File: config.mk
export PLATFORM = sky130hd
export DESIGN_NAME = flicker_link_endpoint
export DESIGN_NICKNAME = d
export VERILOG_FILES = /design/src/rtl/flicker_pkg.sv /design/src/rtl/flicker_rx_fifo.sv /design/src/rtl/flicker_link_endpoint.sv
export SDC_FILE = /design/constraint.sdc
export NUM_CORES = 1
export LEC_CHECK = 0
export ABC_AREA = 1
export CAP_MARGIN = 25
export CELL_PAD_IN_SITES_DETAIL_PLACEMENT = 0
export CELL_PAD_IN_SITES_GLOBAL_PLACEMENT = 1
export CORE_MARGIN = 2
export CORE_UTILIZATION = 35
export CTS_CLUSTER_DIAMETER = 100
export DETAILED_ROUTE_END_ITERATION = 7
export PLACE_DENSITY_LB_ADDON = 0.1
export SLEW_MARGIN = 20
export SYNTH_ARGS = -nofsm -noshare
export SYNTH_HDL_FRONTEND = slang
export SYNTH_SLANG_ARGS = --single-unit
export TNS_END_PERCENT = 30
File: constraint.sdc
create_clock -name clk -period 1.7 [get_ports clk]
set_clock_uncertainty 0.15 [all_clocks]
set_input_delay 0.34 -clock clk [delete_from_list [all_inputs] [get_ports clk]]
set_output_delay 0.34 -clock clk [all_outputs]
set_load 0.01 [all_outputs]
File: src/rtl/flicker_pkg.sv
// Shared types and default sizing for the flicker link endpoint.
package flicker_pkg;

    localparam int unsigned DATA_WIDTH = 8;
    localparam int unsigned RX_DEPTH   = 4;

    typedef enum logic {
        TX_IDLE     = 1'b0,
        TX_WAIT_ACK = 1'b1
    } tx_state_t;

endpackage

File: src/rtl/flicker_rx_fifo.sv
// Small synchronous FIFO for the inbound lane; push is refused while full,
// pop is ignored while empty, occupancy kept in a separate counter.
module flicker_rx_fifo #(
    parameter int unsigned pWIDTH = 8,
    parameter int unsigned pDEPTH = 4
) (
    input  logic                       clk,
    input  logic                       reset_i,
    input  logic                       push_i,
    input  logic [pWIDTH-1:0]          data_i,
    input  logic                       pop_i,
    output logic [pWIDTH-1:0]          data_o,
    output logic                       full_o,
    output logic                       empty_o,
    output logic [$clog2(pDEPTH):0]    level_o
);

    localparam int unsigned AW = $clog2(pDEPTH);
    localparam logic [AW-1:0] PTR_ONE  = 1;
    localparam logic [AW:0]   LVL_ONE  = 1;
    localparam logic [AW:0]   LVL_FULL = (AW+1)'(pDEPTH);

    logic [pWIDTH-1:0] mem_q [pDEPTH];
    logic [AW-1:0]     wr_ptr_q, wr_ptr_d;
    logic [AW-1:0]     rd_ptr_q, rd_ptr_d;
    logic [AW:0]       level_q, level_d;
    logic              do_push, do_pop;

    assign full_o  = (level_q == LVL_FULL);
    assign empty_o = (level_q == '0);
    assign level_o = level_q;
    assign data_o  = empty_o ? '0 : mem_q[rd_ptr_q];

    always_comb begin
        do_push  = push_i && !full_o;
        do_pop   = pop_i && !empty_o;
        wr_ptr_d = wr_ptr_q;
        rd_ptr_d = rd_ptr_q;
        level_d  = level_q;
        if (do_push) begin
            wr_ptr_d = wr_ptr_q + PTR_ONE;
        end
        if (do_pop) begin
            rd_ptr_d = rd_ptr_q + PTR_ONE;
        end
        case ({do_push, do_pop})
            2'b10:   level_d = level_q + LVL_ONE;
            2'b01:   level_d = level_q - LVL_ONE;
            default: level_d = level_q;
        endcase
    end

    always_ff @(posedge clk or posedge reset_i) begin
        if (reset_i) begin
            wr_ptr_q <= '0;
            rd_ptr_q <= '0;
            level_q  <= '0;
        end else begin
            wr_ptr_q <= wr_ptr_d;
            rd_ptr_q <= rd_ptr_d;
            level_q  <= level_d;
        end
    end

    // Storage needs no reset: the head is masked to zero while empty.
    always_ff @(posedge clk) begin
        if (do_push) begin
            mem_q[wr_ptr_q] <= data_i;
        end
    end

endmodule

File: src/rtl/flicker_link_endpoint.sv
// Toggle-flag link endpoint: reader on the inbound lane, writer on the outbound lane.
// Define FLICKER_SYNC_EN to pass in_flicker_i/out_ack_i through 2-flop synchronizers.
module flicker_link_endpoint
    import flicker_pkg::*;
#(
    parameter int unsigned pDATA_WIDTH = DATA_WIDTH,
    parameter int unsigned pRX_DEPTH   = RX_DEPTH
) (
    input  logic                         clk,
    input  logic                         reset_i,
    input  logic [pDATA_WIDTH-1:0]       in_data_i,
    input  logic                         in_flicker_i,
    output logic                         in_ack_o,
    output logic [pDATA_WIDTH-1:0]       out_data_o,
    output logic                         out_flicker_o,
    input  logic                         out_ack_i,
    output logic [pDATA_WIDTH-1:0]       rx_data_o,
    output logic                         rx_valid_o,
    input  logic                         rx_ready_i,
    input  logic [pDATA_WIDTH-1:0]       tx_data_i,
    input  logic                         tx_valid_i,
    output logic                         tx_ready_o,
    output logic [$clog2(pRX_DEPTH):0]   rx_level_o
);

    logic in_flicker_s;
    logic out_ack_s;

`ifdef FLICKER_SYNC_EN
    logic [1:0] in_sync_q, in_sync_d;
    logic [1:0] out_sync_q, out_sync_d;

    always_comb begin
        in_sync_d  = {in_sync_q[0], in_flicker_i};
        out_sync_d = {out_sync_q[0], out_ack_i};
    end

    always_ff @(posedge clk or posedge reset_i) begin
        if (reset_i) begin
            in_sync_q  <= '0;
            out_sync_q <= '0;
        end else begin
            in_sync_q  <= in_sync_d;
            out_sync_q <= out_sync_d;
        end
    end

    assign in_flicker_s = in_sync_q[1];
    assign out_ack_s    = out_sync_q[1];
`else
    assign in_flicker_s = in_flicker_i;
    assign out_ack_s    = out_ack_i;
`endif

    logic in_ack_q, in_ack_d;
    logic rx_push, rx_full, rx_empty;

    // Ack is withheld while full, which stalls the peer instead of dropping.
    always_comb begin
        rx_push  = (in_flicker_s != in_ack_q) && !rx_full;
        in_ack_d = in_ack_q ^ rx_push;
    end

    flicker_rx_fifo #(
        .pWIDTH (pDATA_WIDTH),
        .pDEPTH (pRX_DEPTH)
    ) u_rx_fifo (
        .clk     (clk),
        .reset_i (reset_i),
        .push_i  (rx_push),
        .data_i  (in_data_i),
        .pop_i   (rx_ready_i),
        .data_o  (rx_data_o),
        .full_o  (rx_full),
        .empty_o (rx_empty),
        .level_o (rx_level_o)
    );

    assign rx_valid_o = !rx_empty;
    assign in_ack_o   = in_ack_q;

    tx_state_t              state_q, state_d;
    logic [pDATA_WIDTH-1:0] out_data_q, out_data_d;
    logic                   out_flicker_q, out_flicker_d;

    always_comb begin
        state_d       = state_q;
        out_data_d    = out_data_q;
        out_flicker_d = out_flicker_q;
        tx_ready_o    = 1'b0;
        unique case (state_q)
            TX_IDLE: begin
                tx_ready_o = 1'b1;
                if (tx_valid_i) begin
                    out_data_d    = tx_data_i;
                    out_flicker_d = !out_flicker_q;
                    state_d       = TX_WAIT_ACK;
                end
            end
            TX_WAIT_ACK: begin
                if (out_ack_s == out_flicker_q) begin
                    state_d = TX_IDLE;
                end
            end
        endcase
    end

    always_ff @(posedge clk or posedge reset_i) begin
        if (reset_i) begin
            state_q       <= TX_IDLE;
            out_data_q    <= '0;
            out_flicker_q <= 1'b0;
            in_ack_q      <= 1'b0;
        end else begin
            state_q       <= state_d;
            out_data_q    <= out_data_d;
            out_flicker_q <= out_flicker_d;
            in_ack_q      <= in_ack_d;
        end
    end

    assign out_data_o    = out_data_q;
    assign out_flicker_o = out_flicker_q;

endmodule

==> results by group <==
Timing
  – Worst Max-Slew Pin Slew: 253 ps
  – Fmax: 537 MHz
  – Max Slew Vio Count: 0
  – Hold Vio Cnt, Final: 0
  – Final period utilization: 110%
  – Post-route setup slack: -163 ps
  – RSZ-0062 raised after global routing: true
  – Slew HR: 83.2%
  – Final Setup Violations: 10
  – Minimum clock period after layout: 1860 ps

Yosys
  – Area contributors post-synth: edfxtp_1, dfrtp_1, nand2_1, inv_1, nand3_1
  – Yosys cell types: 20
  – Syn_nets: 260
  – Post-Synthesis Cells: 232
  – Top cell type by total area after synthesis: edfxtp_1
  – Avg Inst Size Synth: 9.81 um^2
  – Synth top area share: 42.2%
  – Synth Register Bits: 50
  – Warnings, synthesis: 0
  – Sequential area share after synthesis: 62.0%
  – Mapped Area: 2280 um^2

Routing
  – Via count: 1666
  – Post-DRT Antenna Nets: 0
  – DRC violations left: 0
  – Final wirelength: 4680 um
  – Initial detailed-routing violation count: 51
  – Drt wl/cell: 12.2 um
  – Drt pass-1 iters: 4
  – Vias per std cell: 4.34

Global routing
  – Vias in the first global route: 1580
  – GRT Resource Usage Total: 14.1%
  – Grt ovf: 0
  – First-pass GRT wire length: 7770 um
  – Maximum number of pins on one net before global-route repair: 19
  – Antenna violations before repair: 0

Critical path
  – Crit start category: flop
  – CP endpoint kind: output port
  – CP max stage cell: dfrtp_2
  – Worst Path Max Fanout: 7
  – WS Path Type: flop to output port
  – CP required: 1210 ps
  – Crit-path max cell delay: 480 ps
  – WP data arrival: 1370 ps
  – CP cell instances: buf_6, nand2_2, nand3_2, a21oi_2, buf_2

Floorplan
  – Die height: 84.6 um
  – Core Rows: 29
  – Num ports: 45
  – Die ar.: 7160 um^2
  – Core area: 6310 um^2
  – Die width: 84.6 um
  – Initial Util: 36.0%

Placement
  – # port buffers: 44
  – Routability-driven placement congestion ratio: 0.710
  – HPWL after detailed placement: 3250 um

Power and ir drop
  – Pint: 3.43 mW
  – Gate power share: 51.2%
  – Pleak: 1.56 nW
  – Sequential share of power: 33.6%
  – Switching Power: 2.12 mW
  – Total Power: 5.55 mW
  – Power density cells: 1720 nW/um^2
  – Switching share of power: 38.2%
  – Max rail drop VDD: 0.806 mV
  – Clock power frac: 15.1%

Hold path
  – HP Class: primary input to asynchronous set/reset pin

Layout
  – Layout cell share with drive strength beyond 1: 31.3%
  – N_diodes: 0
  – Fin nets: 334
  – Finished Core Util: 51.2%
  – Area grow syn2layout: 42.1%
  – # fillers: 621

CTS
  – Number of clock sinks: 50
  – Root Driver: clkbuf_8
  – Worst-Skew Late Latency: 300 ps
  – Clock slew at reported path FFs: 100 ps
  – CTS Buf Count: 5
  – CTS tree: built
  – Clock Path Buffers: 2
  – H-tree depth: 2
  – CTS Hold Bufs: 0

Flow run
  – Max_cap viols: 0

Outcome
  – Outcome: finished, violations left
  – Failing checks: setup timing
-- flip-flops by register name, indices dropped and copies added, names as in the netlist, named ones only --
name / flops
state_q: 1
out_flicker_o: 1
u_rx_fifo.rd_ptr_q: 2
u_rx_fifo.mem_q: 32
out_data_o: 8
u_rx_fifo.wr_ptr_q: 2
u_rx_fifo.level_o: 3
-- final timing paths --
kind	cells past startpoint	start	end	slack, ps
setup reg to reg	11	u_rx_fifo.level_o[1]$_DFFE_PP0P_	u_rx_fifo.level_o[2]$_DFFE_PP0P_	-90
min in group clk	3	in_flicker_i	flop	290
max in group asynchronous	3	reset_i	u_rx_fifo.rd_ptr_q[0]$_DFFE_PP0P_	980
setup / recovery	5	u_rx_fifo.rd_ptr_q[0]$_DFFE_PP0P_	rx_data_o[1]	-160
hold reg to reg	2	out_data_o[4]$_DFFE_PP0P_	out_data_o[4]$_DFFE_PP0P_	320
hold / removal	3	reset_i	out_data_o[6]$_DFFE_PP0P_	200
-- routing by layer --
layer / part of all wire (%) / vias to the layer above / GRT usage (%)
met2: 49 / 24 / 21.7
met4: 0.73 / 0 / 3.90
met5: 0 / - / 0
met1: 47 / 769 / 20.0
li1: - / 869 / -
met3: 3.3 / 4 / 3.34
-- repair_timing --
| item | 4_1_cts | 5_1_grt |
|---|---|---|
| pin swaps | 13 | 13 |
| setup buffers | 1 | 1 |
| endpoints found under the setup margin | 21 | 19 |
| resized for setup | 67 | 24 |
| cloned | 1 | 0 |
-- cell usage after synthesis, drive strengths merged --
cell type and instances:
clkbuf 1, dfrtp 18, edfxtp 32, fa 1
xnor2 4, a21oi 8, nand3 30, nor2 4
nand2 67, inv 52, buf 5, o21ai 4
ha 5, nand4 1
-- critical path: cells and delay by family, from the launching register on --
family | cells | cell delay, ps
flip-flops | 1 | 480
AO/OA/AOI/OAI | 1 | 160
AND/OR/NAND/NOR | 2 | 120
buffers and inverters | 2 | 320
-- layout make-up --
cell class	count	area, um^2	share of cell area [%]
Clock inverter	3	45.0	1.39
Inverter	52	200	6.19
Clock buffer	5	68.8	2.13
Tap cell	77	96.3	2.98
Sequential cell	50	1410	43.7
Timing Repair Buffer	73	629	19.5
Multi-Input combinational cell	124	781	24.1
-- layout by cell type (no fill, tap or decap), drive strengths merged, types with 2 or more instances in the layout --
cell	n
buf	38
dlymetal6s2s	4
edfxtp	32
nand2	67
o21ai	4
clkinvlp	2
dfrtp	18
clkdlybuf4s50	20
nand3	30
a21oi	8
ha	5
dlygate4sd2	10
xnor2	4
nor2	4
inv	52
clkbuf	6
-- cells by family (layout without fill, tap and decap cells) --
group | count (synthesis) | in the layout | synth area share (%)
xor+xnor | 4 | 4 | 1.54
fa+ha+maj | 6 | 6 | 3.63
simple gates | 102 | 102 | 19.2
flops | 50 | 50 | 62.0
buf+inv | 58 | 133 | 10.8
compound gates | 12 | 12 | 2.80
-- power by group through the flow --
stage | logic [mW] | clock network, mW | registers (mW)
CTS | 2.76 | 0.863 | 1.87
detailed placement | 2.87 | 0 | 1.87
finish | 2.84 | 0.841 | 1.87
floorplan | 1.41 | 0 | 1.94
global route | 3.17 | 0.911 | 1.91
global placement | 2.86 | 0 | 1.87
-- through the flow --
step / cells / cell area [um^2] / setup WS (ps) / setup TNS, ps / hold slack, ps
floorplan: 232 / 2330 / -58.9 / -110 / 129
global placement: 373 / 3020 / -426 / -11670 / 305
detailed placement: 373 / 3020 / -473 / -12430 / 310
CTS: 383 / 3150 / -167 / -1360 / 202
global route: 384 / 3230 / -227 / -2110 / 220
finish: 384 / 3230 / -163 / -1260 / 195
Note: power is estimated with default switching activity, not from simulation.
